===== src/rtl/rcc_switch_ctrl.sv =====
// rcc_switch_ctrl: sequences oscillator enable, ready qualification, rcc_cr update and settle, with fallback to 10M on oscillator loss
module rcc_switch_ctrl #(
  parameter int STABLE_CYCLES  = 16,
  parameter int TIMEOUT_CYCLES = 4096,
  parameter int SETTLE_CYCLES  = 2048
) (
  input  logic       clk_10M,
  input  logic       rst_n,
  input  logic       sw_req,
  input  logic [1:0] sw_sel,
  input  logic       osc_rdy_32K,
  input  logic       osc_rdy_100M,
  output logic [1:0] rcc_cr,
  output logic       osc_en_32K,
  output logic       osc_en_100M,
  output logic [1:0] cur_sel,
  output logic       busy,
  output logic       sw_done,
  output logic       sw_err,
  output logic       osc_fail
);
  typedef enum logic [1:0] {IDLE, WAIT_RDY, SETTLE} state_t;
  localparam logic [15:0] STB_LAST = 16'(STABLE_CYCLES - 1);
  localparam logic [15:0] TO_LAST  = 16'(TIMEOUT_CYCLES - 1);
  localparam logic [15:0] SET_LAST = 16'(SETTLE_CYCLES - 1);
  state_t      r_state, w_state;
  logic [1:0]  r_tgt, w_tgt, r_old, w_old, r_cr, w_cr, r_cur, w_cur;
  logic [15:0] r_stab, w_stab, r_to, w_to, r_set, w_set;
  logic        r_fb, w_fb, r_en32, w_en32, r_en100, w_en100;
  logic        r_done, w_done, r_err, w_err, r_fail, w_fail;
  logic [1:0]  r_s32, r_s100;
  logic        w_cur_rdy, w_tgt_rdy, w_loss;
  function automatic logic f_rdy(input logic [1:0] sel, input logic r32, input logic r100);
    return sel == 2'b00 ? 1'b1 : sel == 2'b01 ? r32 : sel == 2'b10 ? r100 : 1'b0;
  endfunction
  assign w_cur_rdy = f_rdy(r_cur, r_s32[1], r_s100[1]);
  assign w_tgt_rdy = f_rdy(r_tgt, r_s32[1], r_s100[1]);
  assign w_loss    = (r_cur != 2'b00) && !w_cur_rdy;
  always_comb begin
    w_state = r_state;
    w_tgt   = r_tgt;
    w_old   = r_old;
    w_cr    = r_cr;
    w_cur   = r_cur;
    w_stab  = r_stab;
    w_to    = r_to;
    w_set   = r_set;
    w_fb    = r_fb;
    w_en32  = r_en32;
    w_en100 = r_en100;
    w_done  = 1'b0;
    w_err   = 1'b0;
    w_fail  = 1'b0;
    if (r_state != SETTLE && w_loss) begin
      w_fail  = 1'b1;
      w_tgt   = 2'b00;
      w_old   = r_cur;
      w_cr    = 2'b00;
      w_set   = '0;
      w_fb    = 1'b1;
      w_state = SETTLE;
      if (r_state == WAIT_RDY && r_tgt == 2'b01) w_en32 = 1'b0;
      if (r_state == WAIT_RDY && r_tgt == 2'b10) w_en100 = 1'b0;
    end else begin
      case (r_state)
        IDLE: begin
          if (sw_req && sw_sel == 2'b11) w_err = 1'b1;
          else if (sw_req && sw_sel == r_cur) w_done = 1'b1;
          else if (sw_req) begin
            w_tgt   = sw_sel;
            w_old   = r_cur;
            w_en32  = r_en32 | (sw_sel == 2'b01);
            w_en100 = r_en100 | (sw_sel == 2'b10);
            w_stab  = '0;
            w_to    = '0;
            w_set   = '0;
            w_fb    = 1'b0;
            w_state = WAIT_RDY;
          end
        end
        WAIT_RDY: begin
          w_to = r_to + 16'd1;
          if (w_tgt_rdy && r_to != 16'd0) begin
            if (r_stab == STB_LAST) begin
              w_cr    = r_tgt;
              w_set   = '0;
              w_state = SETTLE;
            end else w_stab = r_stab + 16'd1;
          end else w_stab = '0;
          if (w_state == WAIT_RDY && r_to == TO_LAST) begin
            w_en32  = r_tgt == 2'b01 ? 1'b0 : r_en32;
            w_en100 = r_tgt == 2'b10 ? 1'b0 : r_en100;
            w_err   = 1'b1;
            w_state = IDLE;
          end
        end
        SETTLE: begin
          w_set = r_set + 16'd1;
          if (r_set == SET_LAST) begin
            w_cur   = r_tgt;
            w_en32  = r_old == 2'b01 ? 1'b0 : r_en32;
            w_en100 = r_old == 2'b10 ? 1'b0 : r_en100;
            w_done  = !r_fb;
            w_state = IDLE;
          end
        end
        default: w_state = IDLE;
      endcase
    end
  end
  always_ff @(posedge clk_10M) begin
    if (!rst_n) begin
      r_state <= IDLE;
      r_tgt   <= '0;
      r_old   <= '0;
      r_cr    <= '0;
      r_cur   <= '0;
      r_stab  <= '0;
      r_to    <= '0;
      r_set   <= '0;
      r_fb    <= 1'b0;
      r_en32  <= 1'b0;
      r_en100 <= 1'b0;
      r_done  <= 1'b0;
      r_err   <= 1'b0;
      r_fail  <= 1'b0;
      r_s32   <= '0;
      r_s100  <= '0;
    end else begin
      r_state <= w_state;
      r_tgt   <= w_tgt;
      r_old   <= w_old;
      r_cr    <= w_cr;
      r_cur   <= w_cur;
      r_stab  <= w_stab;
      r_to    <= w_to;
      r_set   <= w_set;
      r_fb    <= w_fb;
      r_en32  <= w_en32;
      r_en100 <= w_en100;
      r_done  <= w_done;
      r_err   <= w_err;
      r_fail  <= w_fail;
      r_s32   <= {r_s32[0], osc_rdy_32K};
      r_s100  <= {r_s100[0], osc_rdy_100M};
    end
  end
  assign rcc_cr      = r_cr;
  assign cur_sel     = r_cur;
  assign osc_en_32K  = r_en32;
  assign osc_en_100M = r_en100;
  assign busy        = r_state != IDLE;
  assign sw_done     = r_done;
  assign sw_err      = r_err;
  assign osc_fail    = r_fail;
endmodule


===== config.mk =====
export PLATFORM = sky130hd
export DESIGN_NAME = rcc_switch_ctrl
export DESIGN_NICKNAME = d
export VERILOG_FILES = /design/src/rtl/rcc_switch_ctrl.sv
export SDC_FILE = /design/constraint.sdc
export NUM_CORES = 1
export LEC_CHECK = 0
export CAP_MARGIN = 20
export CORE_ASPECT_RATIO = 1.4
export CORE_MARGIN = 2
export CORE_UTILIZATION = 65
export DETAILED_ROUTE_END_ITERATION = 12
export GPL_TIMING_DRIVEN = 0
export PLACE_DENSITY = 0.85
export SYNTH_ARGS = -nofsm -noshare
export SYNTH_HDL_FRONTEND = slang
export SYNTH_SLANG_ARGS = --single-unit

===== constraint.sdc =====
create_clock -name clk_10M -period 4.95 [get_ports clk_10M]
set_clock_uncertainty 0.15 [all_clocks]
set_input_delay 0.99 -clock clk_10M [delete_from_list [all_inputs] [get_ports clk_10M]]
set_output_delay 0.99 -clock clk_10M [all_outputs]
set_load 0.05 [all_outputs]

==> results_dict.tcl <==
set metrics [dict create \
    fmax_mhz 289 \
    netlist_area_um2 3540 \
    fp.dieH_um 91.3 \
    cp_cell_sequence "clkdlybuf4s50_1 -> nand2b_1 -> a21oi_1 -> o21bai_1 -> o31ai_1 -> clkbuf_1 -> nor2_1" \
    wl_per_cell_um 15.8 \
    cts.clk_slew.worst_paths_ns 0.07 \
    stdcell_area_um2 3940 \
    hold_ws_ns 0.292 \
    ys.flop_type "dfxtp_1" \
    drc_errors 0 \
    postRouteAntennaNets 0 \
    netlist_top_cells_count "dfxtp_1 (68), a21oi_1 (54), o21ai_0 (39), nand2_1 (32), nor2_1 (32)" \
    initial_core_util_pct 68.1 \
    clk_path_buf_depth 2 \
    rsz0062_at_grt "false" \
    yosys.cell_count.top_type "dfxtp_1" \
    grt-busiest-layer "met2" \
    fp.dieW_um 66.4 \
    grt-ovfl-total 0 \
    postRouteWirelength_um 8400 \
    num-fill-cells 395 \
    placed_cell_area_um2 3770 \
    grt_max_degree 11 \
    gr-usage-met2_pct 52.8 \
    use_met1_pct 33.5 \
    io_buffers 15 \
    setup_tns_ns 0 \
    n_antenna_cell 0 \
    ff_latch_area_um2 1360 \
    r2r_end "r_stab[14]" \
    netlist_instances 436 \
    htree_num_levels 3 \
    grt_usage_pct 29.4 \
    numCtsBuffers 9 \
    syn_to_final_growth_pct 11.4 \
    gr-usage-met3_pct 5.33 \
    cts_tree "done" \
    power_density_nw_per_um2 274 \
    syn_area_per_cell_um2 8.12 \
    synth-edff-count 0 \
    synth-seq-cells 68 \
    hold_path.class "reg -> reg" \
    relSlewSlack_pct 33.5 \
    yosysUniqueCellTypes 57 \
    dieArea_um2 6060 \
    critPathCapture "r_to[1]" \
    antenna_found_initial 0 \
    drt_iter0_drc 193 \
    grt_pass1_wl_um 14100 \
    critPathKind "in -> reg" \
    worstSetupStartpointType "primary input" \
    post-cts-setup-buffers 0 \
    yosys.area.top_type "dfxtp_1" \
    syn-num-nets 450 \
    multi_input_area_um2 2040 \
    yosysWarnings 0 \
    viasPerCell 6.47 \
    clock_sinks 68 \
    cap_violations 0 \
    cts_resized 0 \
    status "finished, final reports clean" \
    leakagePower_nw 1.27 \
    crit_fanout 10 \
    num-nets-final 476 \
    cp.arrival_ns 3.53 \
    irDropWorstVdd_uv 215 \
    setup_viol 0 \
    yosysTopAreaCellShare_pct 38.5 \
    dp_slack_ns 1.16 \
    cp-startpoint "sw_sel[1]" \
    worst_slack_ns 1.49 \
    r2r_start "r_state[1]" \
    grt_pass1_vias 3192 \
    hold_viol_final 0 \
    yosysSeqAreaShare_pct 38.5 \
    rows 31 \
    fin_crit_ns 3.46 \
    cp.required_ns 5.02 \
    maxSlewViolCount 0 \
    final_cells 531 \
    rrSetupSlack_ns 1.98 \
    critPathSlowestCell "o31ai_1" \
    end_kind "flop" \
    worst_pin_slew_ns 0.989 \
    dp.cells 517 \
    worst_r2r_path_depth 10 \
    ys_async_sr_fraction_pct 0 \
    hold_buffers 0 \
    first_pass_iters 5 \
    yosys-top-cells-area "dfxtp_1 (38%), a21oi_1 (7.6%), o21ai_0 (5.5%), or3_1 (4.2%), nand2_1 (3.4%)" \
    cpPeakStageDelay_ns 0.84 \
    total_power_mw 1.08 \
    cts-root-buf "clkbuf_8" \
    core_area_um2 5200 \
    final_core_util_pct 75.9 \
    vias 3435 \
    clk_latency_ns 0.34 \
    final_layout_size_suffix_gt1_share_pct 6.88 \
    dp_hpwl_um 5860 \
    fin_crit_sh_pct 69.9 \
    place.gp.congestion 0.918 \
    io_pins 17 \
]
## critical path, delay by kind of cell
family          cells  cell delay [ns]
compound gates      3             1.28
simple gates        2             0.23
buf+inv             2             1.01
## cell usage in the layout (no fill, tap or decap), types with 12 or more instances in the layout
cell              n
a21oi_1          54
clkbuf_1         14
clkdlybuf4s50_1  15
dfxtp_1          68
inv_1            16
nand2_1          32
nand3_1          14
nor2_1           32
o21ai_0          39
or3_1            24
or4_1            12
## cell type report
class,instances,share of cell area [%]
Tap cell,66,2.09
Sequential cell,68,34.5
Clock inverter,3,1.02
Multi-Input combinational cell,334,51.7
Timing Repair Buffer,15,3.81
Inverter,17,1.62
Clock buffer,11,3.33
Buffer,17,1.94
## where the power goes
part	leakage, nW	total, mW	internal (mW)	switching (mW)
Combinational	0.635	0.0986	0.0342	0.0644
Clock	0.0890	0.423	0.226	0.198
Sequential	0.549	0.559	0.553	0.00579
## how the worst min path moves through the flow
stage	startpoint	endpoint	slack [ns]	cells past startpoint
2_1_floorplan	r_s100[0]	r_s100[1]	0.26	1
3_3_place_gp	r_s100[0]	r_s100[1]	0.26	1
3_5_place_dp	r_s100[0]	r_s100[1]	0.28	1
4_1_cts	r_s100[0]	r_s100[1]	0.29	1
5_1_grt	r_s100[0]	r_s100[1]	0.30	1
6_report	r_s100[0]	r_s100[1]	0.29	1
## metal layers
metal | vias to the layer above | share of wire [%]
met3 | 20 | 4.0
met5 | - | 0
li1 | 1663 | -
met4 | 0 | 2.0
met2 | 113 | 53
met1 | 1639 | 41
## cells by family (layout without fill, tap and decap cells)
family	Yosys count	in the layout	synth area share (%)
AOI/OAI and AO/OA	135	135	22.7
xor gates and xnor gates	6	6	1.48
adders and majority gates	7	7	2.47
buffers and inverters	34	63	3.96
DFF	68	68	38.5
muxes	9	9	2.58
and+or+nand+nor	177	177	28.3
## flip-flops by register name (all words and copies together) (netlist names), 2 cells and up
signal / flops
r_set: 16
r_stab: 16
r_to: 16
cur_sel: 2
r_old: 2
r_s100: 2
r_s32: 2
r_state: 2
r_tgt: 2
rcc_cr: 2
No activity file was read; power rests on OpenSTA's default activity.
